## config.mk

```make
export PLATFORM = sky130hd
export DESIGN_NAME = region_flash
export DESIGN_NICKNAME = d
export VERILOG_FILES = /design/src/rtl/region_flash.sv
export SDC_FILE = /design/constraint.sdc
export NUM_CORES = 1
export LEC_CHECK = 0
export ABC_AREA = 0
export CORE_MARGIN = 4
export CORE_UTILIZATION = 60
export CTS_BUF_LIST = sky130_fd_sc_hd__clkbuf_4 sky130_fd_sc_hd__clkbuf_8
export DETAILED_ROUTE_END_ITERATION = 16
export PLACE_DENSITY = 0.89
export SYNTH_ARGS = -nofsm -noshare
export SYNTH_HDL_FRONTEND = slang
export SYNTH_SLANG_ARGS = --single-unit
```

## constraint.sdc

```tcl
create_clock -name Clck -period 11.5 [get_ports Clck]
set_input_delay 3.45 -clock Clck [delete_from_list [all_inputs] [get_ports Clck]]
set_output_delay 3.45 -clock Clck [all_outputs]
set_load 0.01 [all_outputs]
```

## src/rtl/region_flash.sv

```systemverilog
// Streams a clamped screen window out of frame memory in raster order and
// issues one plot per returned pixel. Transparent pixels can be skipped with a colour key.
module region_flash #(
  parameter int SCR_W      = 160,
  parameter int SCR_H      = 120,
  parameter int X_BITS     = 8,
  parameter int Y_BITS     = 7,
  parameter int ADDR_BITS  = 15,
  parameter int COLOR_BITS = 3,
  parameter int READ_LAT   = 1
) (
  input  logic                  Clck,
  input  logic                  Reset,
  input  logic                  in_cont_signal,
  input  logic                  next_fin_signal,
  input  logic [X_BITS-1:0]     win_x0,
  input  logic [Y_BITS-1:0]     win_y0,
  input  logic [X_BITS:0]       win_w,
  input  logic [Y_BITS:0]       win_h,
  input  logic                  key_en,
  input  logic [COLOR_BITS-1:0] key_colour,
  output logic [ADDR_BITS-1:0]  read_addr,
  input  logic [COLOR_BITS-1:0] read_data,
  output logic [X_BITS-1:0]     plot_x,
  output logic [Y_BITS-1:0]     plot_y,
  output logic [COLOR_BITS-1:0] plot_colour,
  output logic                  plot,
  output logic                  out_cont_signal,
  output logic                  busy
);

  typedef enum logic [2:0] {
    S_IDLE   = 3'd0,
    S_LATCH  = 3'd1,
    S_STREAM = 3'd2,
    S_DRAIN  = 3'd3,
    S_DONE   = 3'd4
  } state_t;

  localparam int                   LAST       = READ_LAT - 1;
  localparam logic [X_BITS+1:0]    SCR_W_X    = (X_BITS+2)'(SCR_W);
  localparam logic [Y_BITS+1:0]    SCR_H_Y    = (Y_BITS+2)'(SCR_H);
  localparam logic [ADDR_BITS-1:0] SCR_W_A    = ADDR_BITS'(SCR_W);
  localparam logic [1:0]           DRAIN_LAST = 2'(READ_LAT - 1);

  state_t state_q, state_d;

  logic [X_BITS-1:0]     x0_q, x0_d;
  logic [X_BITS-1:0]     x_end_q, x_end_d;
  logic [Y_BITS-1:0]     y_end_q, y_end_d;
  logic [X_BITS-1:0]     x_q, x_d;
  logic [Y_BITS-1:0]     y_q, y_d;
  logic [ADDR_BITS-1:0]  row_q, row_d;
  logic                  key_en_q, key_en_d;
  logic [COLOR_BITS-1:0] key_q, key_d;
  logic [1:0]            dcnt_q, dcnt_d;

  // Pixel coordinates travel alongside the memory read so they meet the data.
  logic                  vld_q [READ_LAT];
  logic [X_BITS-1:0]     px_q  [READ_LAT];
  logic [Y_BITS-1:0]     py_q  [READ_LAT];

  // Window clamp is computed two bits wider so x0+w and y0+h never wrap.
  logic [X_BITS+1:0] x_sum, x_lim;
  logic [Y_BITS+1:0] y_sum, y_lim;
  logic              win_empty;
  logic              last_pix;
  logic              key_hit;

  always_comb begin
    x_sum     = {2'b00, win_x0} + {1'b0, win_w};
    y_sum     = {2'b00, win_y0} + {1'b0, win_h};
    x_lim     = (x_sum > SCR_W_X) ? SCR_W_X : x_sum;
    y_lim     = (y_sum > SCR_H_Y) ? SCR_H_Y : y_sum;
    win_empty = (win_w == '0) || (win_h == '0) ||
                ({2'b00, win_x0} >= SCR_W_X) || ({2'b00, win_y0} >= SCR_H_Y);
  end

  assign last_pix = (x_q == x_end_q) && (y_q == y_end_q);

  // State register
  always_ff @(posedge Clck) begin
    if (Reset) begin
      state_q <= S_IDLE;
    end else begin
      state_q <= state_d;
    end
  end

  // Next-state logic
  always_comb begin
    state_d = state_q;
    case (state_q)
      S_IDLE:   if (in_cont_signal && !out_cont_signal) state_d = S_LATCH;
      S_LATCH:  state_d = win_empty ? S_DONE : S_STREAM;
      S_STREAM: if (last_pix) state_d = S_DRAIN;
      S_DRAIN:  if (dcnt_q == DRAIN_LAST) state_d = S_DONE;
      S_DONE:   if (next_fin_signal) state_d = S_IDLE;
      default:  state_d = S_IDLE;
    endcase
  end

  // Output logic
  always_comb begin
    out_cont_signal = (state_q == S_DONE);
    busy            = (state_q != S_IDLE) && (state_q != S_DONE);
    read_addr       = row_q + ADDR_BITS'(x_q);
    key_hit         = key_en_q && (read_data == key_q);
    plot            = vld_q[LAST] && !key_hit;
    plot_x          = px_q[LAST];
    plot_y          = py_q[LAST];
    plot_colour     = vld_q[LAST] ? read_data : '0;
  end

  // Window capture and raster counters
  always_comb begin
    x0_d     = x0_q;
    x_end_d  = x_end_q;
    y_end_d  = y_end_q;
    x_d      = x_q;
    y_d      = y_q;
    row_d    = row_q;
    key_en_d = key_en_q;
    key_d    = key_q;
    dcnt_d   = dcnt_q;
    case (state_q)
      S_LATCH: begin
        x0_d     = win_x0;
        x_end_d  = X_BITS'(x_lim - 1'b1);
        y_end_d  = Y_BITS'(y_lim - 1'b1);
        x_d      = win_x0;
        y_d      = win_y0;
        row_d    = ADDR_BITS'(win_y0) * SCR_W_A;
        key_en_d = key_en;
        key_d    = key_colour;
        dcnt_d   = '0;
      end
      S_STREAM: begin
        if (x_q == x_end_q) begin
          x_d   = x0_q;
          y_d   = y_q + 1'b1;
          row_d = row_q + SCR_W_A;
        end else begin
          x_d = x_q + 1'b1;
        end
      end
      S_DRAIN: dcnt_d = dcnt_q + 1'b1;
      default: ;
    endcase
  end

  always_ff @(posedge Clck) begin
    if (Reset) begin
      x0_q     <= '0;
      x_end_q  <= '0;
      y_end_q  <= '0;
      x_q      <= '0;
      y_q      <= '0;
      row_q    <= '0;
      key_en_q <= 1'b0;
      key_q    <= '0;
      dcnt_q   <= '0;
    end else begin
      x0_q     <= x0_d;
      x_end_q  <= x_end_d;
      y_end_q  <= y_end_d;
      x_q      <= x_d;
      y_q      <= y_d;
      row_q    <= row_d;
      key_en_q <= key_en_d;
      key_q    <= key_d;
      dcnt_q   <= dcnt_d;
    end
  end

  always_ff @(posedge Clck) begin
    if (Reset) begin
      for (int i = 0; i < READ_LAT; i++) begin
        vld_q[i] <= 1'b0;
        px_q[i]  <= '0;
        py_q[i]  <= '0;
      end
    end else begin
      vld_q[0] <= (state_q == S_STREAM);
      px_q[0]  <= x_q;
      py_q[0]  <= y_q;
      for (int i = 1; i < READ_LAT; i++) begin
        vld_q[i] <= vld_q[i-1];
        px_q[i]  <= px_q[i-1];
        py_q[i]  <= py_q[i-1];
      end
    end
  end

endmodule

```

* Word level (Yosys, flattened, before mapping)
Memory sizes are Yosys's and may differ from the RTL's.
Cells that the tools add are included.
** Storage, ports and cells
- Memory bits (writable) :: 16
- Bits of input ports :: 43
- Word-level logic and storage cells :: 87
- Memories :: 3
- Flip-flop bits (word level) :: 62
** Memory list
- px_q :: words 1, width 8, read ports 1, clocked after memory_dff 0, wr ports 1, RTL line 60 : logic [X_BITS-1:0] px_q [READ_LAT];
- py_q :: words 1, width 7, read ports 1, clocked after memory_dff 0, wr ports 1, RTL line 61 : logic [Y_BITS-1:0] py_q [READ_LAT];
- vld_q :: words 1, width 1, read ports 1, clocked after memory_dff 0, wr ports 1, RTL line 59 : logic vld_q [READ_LAT];
** Cells by class
- Equality and inequality tests :: 13
- Order comparisons :: 4
- $mul :: 1
- Mux-type cells :: 25
- Add/sub/neg operators :: 9
- Reductions and logical operators :: 22
** Operators with widths (number)
- $pmux W15 S2 :: 1
- $mux W8 :: 3
- $mux W7 :: 3
- $mux W3 :: 6
- $pmux W8 S2 :: 1
- $add A15 B8 Y15 :: 1
- $add A15 B8 Y15 const B :: 1
- $mux W15 :: 1
- $pmux W3 S5 :: 1
- $pmux W7 S2 :: 1
- $add A8 B9 Y10 :: 1
- $gt A10 B8 Y1 const B :: 1
- $mul A7 B3 Y10 const B :: 1
- $ne A2 B2 Y1 const B :: 5
- $add A7 B8 Y9 :: 1
- $gt A9 B7 Y1 const B :: 1
- $logic_not A9 Y1 :: 1
- $add A8 B1 Y8 const B :: 1
- $eq A8 B8 Y1 :: 1
- $ge A8 B8 Y1 const B :: 1
- $logic_not A8 Y1 :: 1
- $reduce_or A8 Y1 :: 1
- $sub A8 B1 Y8 const B :: 1
- $add A7 B1 Y7 const B :: 1
- other kinds (22) :: 37

* Longest topological paths before layout
- Word-level depth :: 6
- Mapped depth :: 16

* Worst setup path before layout
No wires, ideal clock.
- Path type :: in2out
- Start point :: in read_data[0]
- End point :: out plot
- Data arrival time :: 3851 ps
- Setup slack :: 4199 ps
- Buffers on the path :: 0
- Cell stages on the path :: 2
- Cells stage by stage :: xnor2_1 -> a41oi_1
** Between the ends
- Longest elaborated chain between the ends :: 4
** RTL lines
- start: declaration :: RTL line 23 : input logic [COLOR_BITS-1:0] read_data,
- $eq A3 B3 Y1 :: RTL line 108 : key_hit = key_en_q && (read_data == key_q);
- $logic_and A1 B1 Y1 :: RTL line 108
- $logic_not A1 Y1 :: RTL line 109 : plot = vld_q[LAST] && !key_hit;
- $logic_and A1 B1 Y1 :: RTL line 109
- end: declaration :: RTL line 27 : output logic plot,
No other way between the ends.

* Final worst setup path
Same ends and word-level chain as after synthesis.

==> results_dict.tcl <==
set metrics [dict create \
    status "finished, final reports clean" \
    portBuffers 78 \
    synth_cell_types 59 \
    cap_violations 0 \
    rows 32 \
    crit_type "in2out" \
    netlist_area_sq_um 4700 \
    finalClockSkew_ns 0.00999 \
    synthCells 597 \
    syn_to_final_growth_pct 21.7 \
    finalSetupViolCount 0 \
    viasPerCell 5.95 \
    clk_pin_slew_ns 0.07 \
    yosys_warnings 0 \
    root_buffer "clkbuf_8" \
    hold_violations 0 \
    layout.cells.most_common "nand2_1" \
    antenna_left 0 \
    ios 79 \
    power_density_nw_per_um2 163 \
    grt_pass1_vias 4189 \
    final_cell_area_sq_um 5720 \
    slew_violations 0 \
    postCtsSetupBuffers 0 \
    synth_flop_cell "dfxtp_1" \
    cts-buffers-inserted 9 \
    grt_max_degree 74 \
    fin_nets 736 \
    dp_hpwl_mm 8.71 \
    start_util_pct 61.2 \
    clockBufferDepth 2 \
    dr.pass1.iters 6 \
    num_antenna_cells 0 \
    critPathArrivalTime_ns 4.79 \
    hold_buffers 0 \
    wl_per_cell_um 15.2 \
    leakagePower_nw 2.23 \
    vias 4537 \
    maxSlewHeadroom_pct 23.6 \
    startpoint_type "input pin" \
    dpl-instance-area_sq_um 5500 \
    antenna_found_initial 0 \
    ys_seq_area_share_pct 31.1 \
    synth_edf_count 0 \
    track_usage_pct 25.4 \
    period_needed_ns 8.24 \
    utilization_pct 74.4 \
    h-tree-depth 3 \
    synth-seq-cells 73 \
    path_max_fanout 2 \
    drtIter0Drc 265 \
    hp-class "reg2reg" \
    wirelength_mm 11.6 \
    drive_above_1_share_pct 6.06 \
    dp_cells 747 \
    finalSetupTns_ns 0 \
    core-area_sq_um 7690 \
    cts_tree "done" \
    cts_sinks 73 \
    cp.required_ns 8.05 \
    async_reset_ff_share_pct 0 \
    synth_nets 677 \
    die_h_um 96.5 \
    gp_congestion 0.844 \
    fp.dieArea_sq_um 9320 \
    mostFrequentLayoutCells "79 x nand2_1, 77 x clkdlybuf4s50_1, 73 x dfxtp_1, 56 x a21oi_1, 54 x nor2_1" \
    synth.avg_cell_area_sq_um 7.88 \
    worstSetupEndpointType "output pin" \
    die_w_um 96.5 \
    ir_worst_vdd_uv 81.2 \
    tightest_slew_ns 1.14 \
    grt_pass1_wl_mm 18.8 \
    finalCritPeriodShare_pct 71.7 \
    rsz0062_at_grt "no" \
    fmax_mhz 121 \
    clk_latency_ns 0.34 \
    overflow 0 \
    route.detailed.drc 0 \
    cts_resized 0 \
    instances_no_fill 762 \
]
## stage by stage
step	hold WS, ns	setup WS [ns]	power [mW]
finish	0.454	3.26	0.933
global route	0.476	3.18	0.993
CTS	0.456	3.25	0.930
detailed placement	0.446	3.26	0.715
global placement	0.439	3.27	0.698
floorplan	0.432	4.20	0.594
## metal layers
layer	wire (um)	GRT usage, %	up-vias
li1	-	-	2208
met1	5130	33.4	2134
met2	5570	42.6	166
met3	674	3.80	29
met4	227	8.29	0
met5	0	0	-
## final timing paths
path	startpoint	endpoint	slack (ns)	depth (start not counted)
setup reg to reg	state_q[1]	row_q[9]	8.83	5
setup / recovery	read_data[0]	plot	3.26	4
hold reg to reg	x0_q[5]	x0_q[5]	0.45	2
hold / removal	x0_q[5]	x0_q[5]	0.45	2
## synth_stat cells (4+ instances only)
library cell	n	area (sq um)
nor2_1	55	206
a21oi_1	56	280
a22oi_1	4	30.0
xnor2_1	26	228
and2_1	6	37.5
a31o_2	7	61.3
inv_1	14	52.6
nand2_1	79	297
nor3_1	14	70.1
o21ai_0	25	125
nand3_1	18	90.1
ha_1	34	425
a21o_1	4	30.0
nand3b_1	4	30.0
o21a_1	4	30.0
nor2b_1	20	125
nor4_1	8	50.1
xor2_1	27	236
clkbuf_1	28	105
a211oi_1	9	67.6
o21ai_1	11	55.1
buf_1	4	15.0
dfxtp_1	73	1460
nand2b_1	6	37.5
or2_2	4	25.0
## state kept, by name, summed over array words and instances (netlist names)
register  count
px_q          8
x_end_q       8
dcnt_q        2
x0_q          8
row_q        10
py_q          7
y_end_q       7
y_q           7
vld_q         1
key_en_q      1
x_q           8
key_q         3
state_q       3
## final cells by class
class | instances | area [sq um]
clock inverters | 5 | 80.1
flip-flops and latches | 73 | 1460
inverters | 14 | 52.6
well taps | 102 | 128
multi-input cells | 476 | 3060
fillers | 601 | 1970
repair buffers | 82 | 806
clock buffers | 10 | 138
## worst max-delay path, cell delays in order
cell and delay (ns):
clkdlybuf4s50_1 0.43, xnor2_1 0.14, a41oi_1 0.21, clkdlybuf4s50_1 0.56
## power breakdown
| group | leakage [nW] | switching, mW | internal (mW) |
|---|---|---|---|
| clock network | 0.104 | 0.0903 | 0.126 |
| registers | 0.596 | 0.0490 | 0.295 |
| logic | 1.53 | 0.198 | 0.173 |
## kinds of logic after synthesis
kind of cell	synth area share, %
AOI/OAI and AO/OA	20.5
and+or+nand+nor	23.4
muxes	0.878
xor gates and xnor gates	9.87
adders and majority gates	10.3
buffers and inverters	3.99
DFF	31.1
No activity file was read; power rests on OpenSTA's default activity.
